===== src/rtl/bus_arbiter4.sv =====
// Round-robin arbiter and sequencer for a shared WIDTH-bit 4:1 bus multiplexer.
// Grants one requester at a time, registers the selected word, and preempts long holders.
module bus_arbiter4 #(
    parameter int WIDTH    = 16,
    parameter int MAX_HOLD = 8
) (
    input  logic             clk,
    input  logic             rst,
    input  logic [3:0]       req,
    input  logic [WIDTH-1:0] a,
    input  logic [WIDTH-1:0] b,
    input  logic [WIDTH-1:0] c,
    input  logic [WIDTH-1:0] d,
    output logic [3:0]       gnt,
    output logic [1:0]       sel,
    output logic [WIDTH-1:0] bus_out,
    output logic             bus_valid,
    output logic             busy
);

    localparam int HW = (MAX_HOLD < 1) ? 1 : $clog2(MAX_HOLD + 1);
    localparam logic [HW-1:0] HOLD_LIMIT = HW'(MAX_HOLD);
    // With preemption disabled the counter only needs to record "at least one cycle".
    localparam logic [HW-1:0] HOLD_SAT   = (MAX_HOLD < 1) ? HW'(1) : HW'(MAX_HOLD);

    typedef enum logic {
        IDLE,
        GRANT
    } state_e;

    state_e           state_q, state_d;
    logic [1:0]       last_q,  last_d;
    logic [HW-1:0]    hold_q,  hold_d;
    logic [3:0]       gnt_q,   gnt_d;
    logic [1:0]       sel_q,   sel_d;
    logic [WIDTH-1:0] bus_q,   bus_d;
    logic             valid_q, valid_d;
    logic             busy_q,  busy_d;

    logic [3:0]       owner_mask;
    logic [3:0]       candidates;
    logic             any_candidate;
    logic [1:0]       winner;
    logic             at_limit;

    // First set bit of mask searching upward from base+1, wrapping modulo 4.
    function automatic logic [1:0] rr_pick(input logic [1:0] base, input logic [3:0] mask);
        logic [7:0] doubled;
        logic [3:0] rotated;
        logic [1:0] offset;
        doubled = {mask, mask};
        rotated = 4'(doubled >> (3'(base) + 3'd1));
        offset  = 2'd0;
        for (int j = 3; j >= 0; j--) begin
            if (rotated[j]) offset = 2'(j);
        end
        return base + offset + 2'd1;
    endfunction

    function automatic logic [WIDTH-1:0] mux4(input logic [1:0] s);
        logic [WIDTH-1:0] y;
        case (s)
            2'd0:    y = a;
            2'd1:    y = b;
            2'd2:    y = c;
            default: y = d;
        endcase
        return y;
    endfunction

    always_comb begin
        // NOTE: every next-state signal gets a default first so no path infers a latch.
        state_d = state_q;
        last_d  = last_q;
        hold_d  = hold_q;
        gnt_d   = gnt_q;
        sel_d   = sel_q;

        // In GRANT the current owner is excluded so the winner is always a different requester.
        owner_mask    = 4'b0001 << last_q;
        candidates    = (state_q == GRANT) ? (req & ~owner_mask) : req;
        any_candidate = |candidates;
        winner        = rr_pick(last_q, candidates);
        at_limit      = (MAX_HOLD != 0) && (hold_q == HOLD_LIMIT);

        case (state_q)
            IDLE: begin
                if (any_candidate) begin
                    state_d = GRANT;
                    last_d  = winner;
                    sel_d   = winner;
                    gnt_d   = 4'b0001 << winner;
                    hold_d  = HW'(1);
                end
            end
            GRANT: begin
                if (!req[last_q] || (at_limit && any_candidate)) begin
                    if (any_candidate) begin
                        last_d = winner;
                        sel_d  = winner;
                        gnt_d  = 4'b0001 << winner;
                        hold_d = HW'(1);
                    end else begin
                        state_d = IDLE;
                        gnt_d   = 4'b0000;
                    end
                end else if (hold_q != HOLD_SAT) begin
                    hold_d = hold_q + HW'(1);
                end
            end
            default: begin
                state_d = IDLE;
                gnt_d   = 4'b0000;
            end
        endcase

        bus_d   = mux4(sel_d);
        valid_d = |gnt_d;
        busy_d  = |gnt_d;
    end

    // NOTE: sequential state uses non-blocking assignments so all flops update together.
    always_ff @(posedge clk or posedge rst) begin
        if (rst) begin
            state_q <= IDLE;
            last_q  <= 2'd3;
            hold_q  <= '0;
            gnt_q   <= 4'b0000;
            sel_q   <= 2'd0;
            bus_q   <= '0;
            valid_q <= 1'b0;
            busy_q  <= 1'b0;
        end else begin
            state_q <= state_d;
            last_q  <= last_d;
            hold_q  <= hold_d;
            gnt_q   <= gnt_d;
            sel_q   <= sel_d;
            bus_q   <= bus_d;
            valid_q <= valid_d;
            busy_q  <= busy_d;
        end
    end

    assign gnt       = gnt_q;
    assign sel       = sel_q;
    assign bus_out   = bus_q;
    assign bus_valid = valid_q;
    assign busy      = busy_q;

endmodule


===== config.mk =====
export PLATFORM = sky130hd
export DESIGN_NAME = bus_arbiter4
export DESIGN_NICKNAME = d
export VERILOG_FILES = /design/src/rtl/bus_arbiter4.sv
export SDC_FILE = /design/constraint.sdc
export NUM_CORES = 1
export LEC_CHECK = 0
export ABC_AREA = 1
export CAP_MARGIN = 10
export CORE_ASPECT_RATIO = 1.1
export CORE_MARGIN = 2
export CORE_UTILIZATION = 45
export DETAILED_ROUTE_END_ITERATION = 8
export PLACE_DENSITY = 0.95
export SETUP_SLACK_MARGIN = 0.4
export SLEW_MARGIN = 20
export SYNTH_ARGS = -nofsm -noshare
export SYNTH_HDL_FRONTEND = slang
export SYNTH_SLANG_ARGS = --single-unit

===== constraint.sdc =====
create_clock -name clk -period 6.7 [get_ports clk]
set_input_delay 1.34 -clock clk [delete_from_list [all_inputs] [get_ports clk]]
set_output_delay 1.34 -clock clk [all_outputs]
set_load 0.01 [all_outputs]

==> qor.txt, run 1 <==
====================================================================================================
Status                                                                                     completed
Count of synthesis-stage warnings from yosys                                                       0
Synthesis-to-layout area growth                                                               48.85%
Area inside the core boundary                                                             4317 sq um
Number of maximum-capacitance constraint violations                                                0
Average instance area after synthesis                                                    7.484 sq um
Final Slew Violations                                                                              0
Avg Vias per Cell                                                                              5.448
Async set or reset register ratio after synthesis                                              1.000
Library cells used by synthesis                                                                   34
Setup Fix Bufs, Post-CTS                                                                           0
P per Cell Area                                                                         577.9 nW/um^2
Worst slack after detailed placement                                                        2.128 ns
Worst-skew pair later-pin latency                                                            0.28 ns
Slew HR                                                                                       0.4718
Leakage Power                                                                               1.330 nW
Num rows                                                                                          25
Hold Path Origin                                                                        hold_q[3]$_DFFE_PP0P_
Leading post-synthesis cells by cell area                                               sky130_fd_sc_hd__dfrtp_1, sky130_fd_sc_hd__nand3_1, sky130_fd_sc_hd__nand2_1
RSZ-0062 raised after global routing                                                              no
Number of global-route vias before repair                                                       2072
Total power after layout                                                                    1.738 mW
I/O Buffers                                                                                       93
Path depth of the worst reg2reg path                                                              14
Critical path launch point type                                                         primary input
Worst clock skew                                                                         0.003809 ns
Hold worst-path end                                                                     hold_q[3]$_DFFE_PP0P_
DRC viols                                                                                          0
Final critical delay including setup and external delays                                    4.311 ns
First-iteration detailed-routing DRC count                                                        89
Final Hold Vio Count                                                                               0
Total cell area at the placement stage                                                    2913 sq um
Reg-to-Reg Start                                                                        last_q[0]$_DFFE_PP1P_
Final instance area                                                                       3008 sq um
Vias                                                                                            2239
Cell area after synthesis                                                                 2021 sq um
Most used standard cells in the synthesized netlist                                     sky130_fd_sc_hd__nand2_1, sky130_fd_sc_hd__nand3_1, sky130_fd_sc_hd__dfrtp_1
Sink Count                                                                                        30
Worst vdd rail ir drop                                                                      381.1 uV
WHS Path Cells                                                                                     2
TritonCTS Buffers                                                                                  5
Setup crit end kind                                                                        flip-flop
Worst Max-Slew Pin Slew                                                                    0.7892 ns
Number of antenna diodes                                                                           0
Pin count of the biggest net entering global routing                                              36
DIE HEIGHT                                                                                  74.28 um
Synth Flop Type                                                                         sky130_fd_sc_hd__dfrtp_1
Worst hold slack                                                                           0.5431 ns
Period utilization                                                                            0.6434
Initial Util                                                                                  0.4681
Reg-to-reg slack, setup                                                                      3.26 ns
Total routing usage reported by global routing                                                0.2293
Post-DP HPWL                                                                                4.552 mm
Number of antenna violations at the first check in global routing                                  0
Number of fill cells in the layout                                                               339
Clock root buffer master                                                                sky130_fd_sc_hd__clkbuf_8
WL/cell                                                                                     13.83 um
Total die area                                                                            5043 sq um
Clock-pin slew reported for the worst setup and hold paths after clock tree synthesis        0.06 ns
Number of buffers on the longest clock path                                                        2
Most instantiated library cell after synthesis                                          sky130_fd_sc_hd__nand2_1
Synthesized netlist cell count                                                                   270
Startpoint-to-endpoint class of the critical path                                             in2reg
Antenna Nets Post-Route                                                                            0
Fraction of final layout cells with drive strength greater than 1                            0.09804
Class of the tightest hold or removal check                                                  reg2reg
First element of the critical path                                                            req[3]
Peak fanout along the critical path                                                               35
Number of cells upsized or downsized after cts                                                     0
Count of flip-flops with a built-in enable after synthesis                                         0
# setup viols final                                                                                0
GP Congestion                                                                                 0.8568
Count of hold buffers inserted by post-cts repair                                                  0
WP data required                                                                             6.85 ns
Final routed wirelength across all metal layers                                             5.685 mm
Largest area contributor in the synthesized netlist                                     sky130_fd_sc_hd__dfrtp_1
Max frequency                                                                              232.0 MHz
Overflow left after global routing                                                                 0
Least setup slack across all paths after layout                                             2.389 ns
Nets in the synthesized netlist                                                                  343
Iteration count of the initial detailed-routing pass                                               4
H-Tree Level Count                                                                                 2
Die extent in x                                                                             67.89 um
Total number of nets in the final design                                                         429
Arrival time of data at the critical path endpoint                                           4.46 ns
Post-Route Setup TNS                                                                            0 ns
FF-to-FF End                                                                            bus_out[13]$_DFF_PP0_
Sequential-to-total area share from yosys stat                                                0.3728
Number of register bits inferred by synthesis                                                     30
Top cell type's share of synthesized area                                                     0.3467
Global-route wire length before repair                                                      8.728 mm
Ports placed on the boundary                                                                      94
TritonCTS clock tree                                                                             yes
====================================================================================================
==> worst max path at each step <==
stage                            endpoint  slack, ns
floorplan            bus_out[0]$_DFF_PP0_       3.50
global placement    bus_out[13]$_DFF_PP0_       2.30
detailed placement  bus_out[13]$_DFF_PP0_       2.13
CTS                 bus_out[13]$_DFF_PP0_       2.42
global route         bus_out[4]$_DFF_PP0_       2.14
finish              bus_out[13]$_DFF_PP0_       2.39
==> stage by stage <==
step | util | instances
6_report | 0.6968 | 411
5_1_grt | 0.6968 | 411
4_1_cts | 0.6968 | 411
3_5_place_dp | 0.6748 | 403
3_3_place_gp | 0.6748 | 403
2_1_floorplan | - | 270
==> area by class of cell <==
cell class / count / area (sq um) / share of cell area
sequential: 30 / 753.2 / 0.2504
clock inverter: 2 / 12.51 / 0.004160
timing repair buffer: 93 / 930.9 / 0.3095
clock buffer: 6 / 82.58 / 0.02745
tap: 54 / 67.56 / 0.02246
multi-input combinational: 205 / 1075 / 0.3573
inverter: 21 / 86.33 / 0.02870
==> placed cells by master, fill, tap and decap left out, types with 2 or more instances in the layout <==
cell / instances
sky130_fd_sc_hd__clkbuf_8: 6
sky130_fd_sc_hd__clkdlybuf4s50_1: 93
sky130_fd_sc_hd__nand2_1: 65
sky130_fd_sc_hd__dfstp_2: 2
sky130_fd_sc_hd__inv_2: 2
sky130_fd_sc_hd__ha_1: 3
sky130_fd_sc_hd__nor2_1: 17
sky130_fd_sc_hd__dfrtp_1: 28
sky130_fd_sc_hd__nand3_1: 64
sky130_fd_sc_hd__nand2_2: 8
sky130_fd_sc_hd__a21oi_1: 2
sky130_fd_sc_hd__nand4_1: 17
sky130_fd_sc_hd__nand3_2: 3
sky130_fd_sc_hd__nor2_2: 3
sky130_fd_sc_hd__o21ai_1: 2
sky130_fd_sc_hd__o21ai_0: 7
sky130_fd_sc_hd__inv_1: 17
==> cell families (layout without fill, tap and decap cells) <==
kind of cell / Yosys count / count (layout) / synth area share
and+or+nand+nor: 182 / 182 / 0.4402
buffers and inverters: 35 / 122 / 0.09535
DFF: 30 / 30 / 0.3728
AOI/OAI and AO/OA: 18 / 18 / 0.06440
adders and majority gates: 3 / 3 / 0.01858
xor gates and xnor gates: 2 / 2 / 0.008670
==> power by group <==
part           leakage, nW  switching, mW  internal (mW)
sequential           0.362         0.0589          0.293
combinational        0.921          0.774          0.464
clock               0.0472         0.0667         0.0823
total                 1.33          0.899          0.839
==> layer usage <==
metal	track usage	part of all wire	vias up
li1	-	-	1081
met3	0.08926	0.098	12
met1	0.2422	0.36	1038
met5	0	0	-
met2	0.4118	0.52	108
met4	0.08222	0.021	0
==> worst max-delay path, cell delays in order <==
cell,delay (ns)
sky130_fd_sc_hd__clkdlybuf4s50_1,0.49
sky130_fd_sc_hd__nand2_2,0.11
sky130_fd_sc_hd__nand2_2,0.07
sky130_fd_sc_hd__o21ai_1,0.16
sky130_fd_sc_hd__nand4_1,0.11
sky130_fd_sc_hd__a31o_2,0.22
sky130_fd_sc_hd__ha_1,0.18
sky130_fd_sc_hd__xor2_1,0.19
sky130_fd_sc_hd__nand3b_2,0.20
sky130_fd_sc_hd__nand2_4,0.10
sky130_fd_sc_hd__o21ai_4,0.62
sky130_fd_sc_hd__nor2_1,0.38
sky130_fd_sc_hd__nand2_1,0.16
sky130_fd_sc_hd__nand4_1,0.10
==> sequential cells by signal, summed over array words and instances, names as in the netlist <==
register,count
bus_out,16
busy,1
gnt,4
hold_q,4
last_q,2
sel,2
state_q,1
Power figures use the tool's default switching activity.
==> inputs of run 2 (changes only) <==
- CORE_UTILIZATION: 45 -> 38
- PLACE_DENSITY: 0.95 -> 0.89
- clock period: 6.7 -> 3.9 ns (I/O delays scaled with it)
==> qor.txt, run 2 (synthesized netlist as in run 1, its figures left out) <==
====================================================================================================
Status                                                                                     completed
Vias                                                                                            2244
Setup crit end kind                                                                        flip-flop
Slew HR                                                                                       0.5905
Number of antenna violations at the first check in global routing                                  0
H-Tree Level Count                                                                                 2
Worst-skew pair later-pin latency                                                            0.28 ns
DRC viols                                                                                          0
Number of maximum-capacitance constraint violations                                                0
GP Congestion                                                                                 0.8699
Post-DP HPWL                                                                                4.620 mm
Share of the core filled with cells in the final layout                                       0.6025
TritonCTS Buffers                                                                                  5
Arrival time of data at the critical path endpoint                                           3.48 ns
Number of antenna diodes                                                                           0
Total die area                                                                            5918 sq um
DIE HEIGHT                                                                                  80.48 um
Synthesis-to-layout area growth                                                               51.08%
Commonest cells after routing, fill and taps aside                                      sky130_fd_sc_hd__clkdlybuf4s50_1, sky130_fd_sc_hd__nand2_1, sky130_fd_sc_hd__nand3_1
Num rows                                                                                          27
Class of the tightest hold or removal check                                                  reg2reg
First-iteration detailed-routing DRC count                                                       109
Ports placed on the boundary                                                                      94
Max frequency                                                                              306.0 MHz
Pin count of the biggest net entering global routing                                              31
Period utilization                                                                            0.8379
Die extent in x                                                                             73.53 um
Reg-to-Reg Start                                                                        last_q[0]$_DFFE_PP1P_
Total area of multi-input combinational cells                                             1085 sq um
Commonest non-fill, non-tap cell in the layout                                          sky130_fd_sc_hd__clkdlybuf4s50_1
Path depth of the worst reg2reg path                                                              14
RSZ-0062 raised after global routing                                                              no
Worst clock skew                                                                         0.005043 ns
Area inside the core boundary                                                             5067 sq um
Post-Route Setup TNS                                                                            0 ns
FF-to-FF End                                                                            bus_out[10]$_DFF_PP0_
Initial Util                                                                                  0.3988
Flip-flop count of the largest register, all copies and words added                               16
Sink Count                                                                                        30
Setup Fix Bufs, Post-CTS                                                                           0
First element of the critical path                                                            req[0]
Number of global-route vias before repair                                                       2199
Final critical delay including setup and external delays                                    3.268 ns
P per Cell Area                                                                         1010 nW/um^2
Global-route wire length before repair                                                      9.632 mm
Clock-pin slew reported for the worst setup and hold paths after clock tree synthesis        0.06 ns
Peak fanout along the critical path                                                               24
Combined flip-flop and latch cell area                                                   753.2 sq um
Reg-to-reg slack, setup                                                                      0.94 ns
Antenna Nets Post-Route                                                                            0
# setup viols final                                                                                0
Capture point of the critical path                                                      bus_out[10]$_DFF_PP0_
Post-route non-filler standard cell count                                                        417
Clock root buffer master                                                                sky130_fd_sc_hd__clkbuf_8
Placed Instances                                                                                 409
Critical path launch point type                                                         primary input
Leakage Power                                                                               1.352 nW
Startpoint-to-endpoint class of the critical path                                             in2reg
Worst Max-Slew Pin Slew                                                                    0.6133 ns
Number of buffers on the longest clock path                                                        2
Count of hold buffers inserted by post-cts repair                                                  0
Worst vdd rail ir drop                                                                      870.0 uV
Number of cells upsized or downsized after cts                                                     0
I/O Buffers                                                                                       93
Final routed wirelength across all metal layers                                             5.766 mm
Fraction of final layout cells with drive strength greater than 1                             0.1086
Hold Path Origin                                                                        hold_q[3]$_DFFE_PP0P_
Final Slew Violations                                                                              0
TritonCTS clock tree                                                                             yes
WL/cell                                                                                     13.83 um
Final Hold Vio Count                                                                               0
Number of fill cells in the layout                                                               444
Avg Vias per Cell                                                                              5.381
Total number of nets in the final design                                                         431
Overflow left after global routing                                                                 0
WP data required                                                                             4.11 ns
Iteration count of the initial detailed-routing pass                                               4
Total routing usage reported by global routing                                                0.2126
====================================================================================================
-- run 2: cell types whose count changed in the layout (fill, tap and decap cells not counted), sizes merged --
| cell | previous run | this run |
|---|---|---|
| buf | 0 | 2 |
| clkbuf | 6 | 8 |
| clkinv | 1 | 0 |
| clkinvlp | 1 | 0 |
-- run 2: cell type report --
| class | instances | area share |
|---|---|---|
| clock buffer | 8 | 0.03607 |
| inverter | 21 | 0.02828 |
| multi-input combinational | 205 | 0.3553 |
| sequential | 30 | 0.2467 |
| tap | 58 | 0.02377 |
| timing repair buffer | 95 | 0.3098 |
-- run 2: metrics by stage --
step	power (mW)	hold slack (ns)	instance area [sq um]	setup slack [ns]
global placement	2.685	0.5217	2933	0.3643
CTS	3.065	0.5486	3043	0.5609
detailed placement	2.761	0.5337	2933	0.2776
global route	3.389	0.5740	3053	0.4496
finish	3.083	0.5445	3053	0.6323
floorplan	2.252	0.5005	2021	1.264
-- run 2: critical path, cell delays in order --
cell and delay [ns]:
sky130_fd_sc_hd__clkdlybuf4s50_1 0.49, sky130_fd_sc_hd__nand2_1 0.12, sky130_fd_sc_hd__nand2_2 0.07, sky130_fd_sc_hd__o21ai_1 0.19, sky130_fd_sc_hd__nand4_1 0.11, sky130_fd_sc_hd__a31o_2 0.21
sky130_fd_sc_hd__ha_1 0.18, sky130_fd_sc_hd__xor2_1 0.19, sky130_fd_sc_hd__nand3b_2 0.20, sky130_fd_sc_hd__nand2_4 0.09, sky130_fd_sc_hd__o21ai_4 0.30, sky130_fd_sc_hd__buf_4 0.31
sky130_fd_sc_hd__nand3_1 0.12, sky130_fd_sc_hd__nand4_1 0.12
-- run 2: report_power, final --
| part | switching (mW) | internal, mW |
|---|---|---|
| registers | 0.106 | 0.502 |
| logic | 1.34 | 0.840 |
| clock network | 0.118 | 0.178 |
| total | 1.56 | 1.52 |
-- run 2: worst min path at each step --
stage,to,slack (ns),cells past startpoint
after floorplan,hold_q[3]$_DFFE_PP0P_,0.50,2
after global placement,hold_q[3]$_DFFE_PP0P_,0.52,2
after detailed placement,hold_q[3]$_DFFE_PP0P_,0.53,2
after CTS,hold_q[3]$_DFFE_PP0P_,0.55,2
after global routing,hold_q[3]$_DFFE_PP0P_,0.57,2
final,hold_q[3]$_DFFE_PP0P_,0.54,2
-- run 2: layer usage --
| metal | up-vias | global-route usage | share of wire |
|---|---|---|---|
| met4 | 0 | 0.08000 | 0.025 |
| met3 | 14 | 0.08156 | 0.11 |
| met2 | 119 | 0.3688 | 0.52 |
| met1 | 1025 | 0.2311 | 0.35 |
| li1 | 1086 | - | - |
| met5 | - | 0 | 0 |
==> inputs of run 3 (changes only) <==
- CORE_UTILIZATION: 38 -> 42
- PLACE_DENSITY: 0.89 -> 0.93
- clock period: 3.9 -> 3.3 ns (I/O delays scaled with it)
==> qor.txt, run 3 (synthesized netlist as in run 1, its figures left out) <==
====================================================================================================
Sequential power share                                                                         0.168
Fraction of final layout cells with drive strength greater than 1                             0.1328
Worst hold slack                                                                           0.5628 ns
I/O Buffers                                                                                       93
Pin count of the biggest net entering global routing                                              33
Commonest cells after routing, fill and taps aside                                      sky130_fd_sc_hd__clkdlybuf4s50_1, sky130_fd_sc_hd__nand3_1, sky130_fd_sc_hd__nand2_1
Ports placed on the boundary                                                                      94
Worst clock skew                                                                          0.01288 ns
Number of global-route vias before repair                                                       2365
TritonCTS clock tree                                                                             yes
Commonest non-fill, non-tap cell in the layout                                          sky130_fd_sc_hd__clkdlybuf4s50_1
Number of fill cells in the layout                                                               350
Hold Path Origin                                                                        hold_q[3]$_DFFE_PP0P_
GP Congestion                                                                                 0.8996
# setup viols final                                                                                0
Number of buffers on the longest clock path                                                        2
Setup crit end kind                                                                        flip-flop
Leakage Power                                                                               1.465 nW
Cell with the largest stage delay on the worst path                                     sky130_fd_sc_hd__dfstp_2
Startpoint-to-endpoint class of the critical path                                            reg2reg
CP cell instances                                                                       buf_4 > nand2_1 > nand3_2 > nand4_1 > a31o_2 > ha_1 > xor2_2 > nand3b_4 > nand2_4 > o21ai_4 > buf_6 > buf_12 > nand3_1 > nand4_1
Peak fanout along the critical path                                                               16
Antenna Nets Post-Route                                                                            0
Number of maximum-capacitance constraint violations                                                0
Reg-to-Reg Start                                                                        last_q[0]$_DFFE_PP1P_
Comb pwr share                                                                                 0.743
Worst slack after detailed placement                                                      -0.1878 ns
TritonCTS Buffers                                                                                  5
Total number of nets in the final design                                                         441
Class of the tightest hold or removal check                                                  reg2reg
Status                                                                                     completed
Path depth of the worst reg2reg path                                                              14
Worst vdd rail ir drop                                                                       1167 uV
Power share of the clock group                                                                 0.088
Final Slew Violations                                                                              0
Total routing usage reported by global routing                                                0.2480
Worst-skew pair later-pin latency                                                            0.29 ns
WHS Path Cells                                                                                     2
WL/cell                                                                                     15.59 um
H-Tree Level Count                                                                                 2
Max frequency                                                                              377.3 MHz
Final Hold Vio Count                                                                               0
Slew HR                                                                                       0.4508
Initial Util                                                                                  0.4344
Number of antenna violations at the first check in global routing                                  0
Internal Power                                                                              2.161 mW
Num rows                                                                                          26
Total power after layout                                                                    4.255 mW
Period utilization                                                                            0.8032
Count of hold buffers inserted by post-cts repair                                                  0
Clock root buffer master                                                                sky130_fd_sc_hd__clkbuf_8
Share of the core filled with cells in the final layout                                       0.6904
Hold worst-path end                                                                     hold_q[3]$_DFFE_PP0P_
Switching power total                                                                       2.094 mW
Iteration count of the initial detailed-routing pass                                               4
Avg Vias per Cell                                                                              5.482
P per Cell Area                                                                         1325 nW/um^2
Net Sw Frac                                                                                   0.4922
Critical path launch point type                                                            flip-flop
DRC viols                                                                                          0
Sink Count                                                                                        30
Overflow left after global routing                                                                 0
Total die area                                                                            5383 sq um
Post-DP HPWL                                                                                4.977 mm
Clock-pin slew reported for the worst setup and hold paths after clock tree synthesis        0.07 ns
FF-to-FF End                                                                            bus_out[8]$_DFF_PP0_
DIE HEIGHT                                                                                  76.75 um
Least setup slack across all paths after layout                                            0.6495 ns
Synthesis-to-layout area growth                                                               58.95%
Stage delay of the slowest cell on the critical path                                         0.58 ns
Final instance area                                                                       3212 sq um
Arrival time of data at the critical path endpoint                                           2.87 ns
Critical Path Most Common Cell                                                          sky130_fd_sc_hd__nand4_1
Worst Max-Slew Pin Slew                                                                    0.8229 ns
Post-route non-filler standard cell count                                                        425
Area inside the core boundary                                                             4652 sq um
Vias                                                                                            2330
Global-route wire length before repair                                                      10.62 mm
Reg-to-reg slack, setup                                                                      0.65 ns
Number of antenna diodes                                                                           0
First-iteration detailed-routing DRC count                                                       111
Total cell area at the placement stage                                                    2988 sq um
Final routed wirelength across all metal layers                                             6.624 mm
WP data required                                                                             3.52 ns
Final critical delay including setup and external delays                                    2.651 ns
Placed Instances                                                                                 413
Flip-flop count of the largest register, all copies and words added                               16
Post-Route Setup TNS                                                                            0 ns
RSZ-0062 raised after global routing                                                              no
Die extent in x                                                                             70.14 um
====================================================================================================
-- run 3: cell count changes in the layout (fill, tap and decap cells not counted), sizes merged --
cell           before  now
buf                 2   11
clkdlybuf4s50      93   89
dlymetal6s2s        0    4
bufinv              0    1
clkbuf              8    7
clkinvlp            0    1
-- run 3: layout make-up --
class                      count  area, sq um  area share
timing repair buffer         105         1081      0.3366
multi-input combinational    205         1109      0.3451
tap                           56        70.07     0.02182
clock inverter                 2        37.54     0.01169
sequential                    30        753.2      0.2345
clock buffer                   6        72.57     0.02259
inverter                      21        88.84     0.02766
-- run 3: what timing repair did --
item	4_1_cts	5_1_grt
cloned	0	1
resized for setup	5	9
pin swaps	1	0
endpoints found under the setup margin	16	17
buffers inserted	2	1
-- run 3: worst max path at each step --
stage | startpoint | endpoint | slack [ns]
2_1_floorplan | req[0] | bus_out[0]$_DFF_PP0_ | 0.78
4_1_cts | req[0] | bus_out[8]$_DFF_PP0_ | 0.38
3_3_place_gp | req[0] | bus_out[9]$_DFF_PP0_ | -0.04
3_5_place_dp | req[0] | bus_out[8]$_DFF_PP0_ | -0.19
5_1_grt | last_q[0]$_DFFE_PP1P_ | bus_out[8]$_DFF_PP0_ | 0.51
6_report | last_q[0]$_DFFE_PP1P_ | bus_out[8]$_DFF_PP0_ | 0.65
-- run 3: power by group through the flow --
stage	logic, mW	clock network, mW	registers, mW
3_3_place_gp	2.64	0	0.720
6_report	3.16	0.376	0.716
3_5_place_dp	2.76	0	0.727
4_1_cts	2.95	0.378	0.729
5_1_grt	3.43	0.390	0.733
2_1_floorplan	1.93	0	0.732
-- run 3: worst max-delay path, delay by kind of cell, from the launching register on --
| family | cells | cell delay (ns) |
|---|---|---|
| buf+inv | 3 | 0.47 |
| compound gates | 2 | 0.40 |
| xor+xnor | 1 | 0.18 |
| simple gates | 7 | 0.77 |
| fa+ha+maj | 1 | 0.20 |
| flops | 1 | 0.58 |
-- run 3: routing by layer --
metal / GRT usage / up-vias / share of wire
met1: 0.2519 / 1076 / 0.35
li1: - / 1107 / -
met4: 0.1038 / 0 / 0.029
met5: 0 / - / 0
met2: 0.4705 / 127 / 0.54
met3: 0.06570 / 20 / 0.078
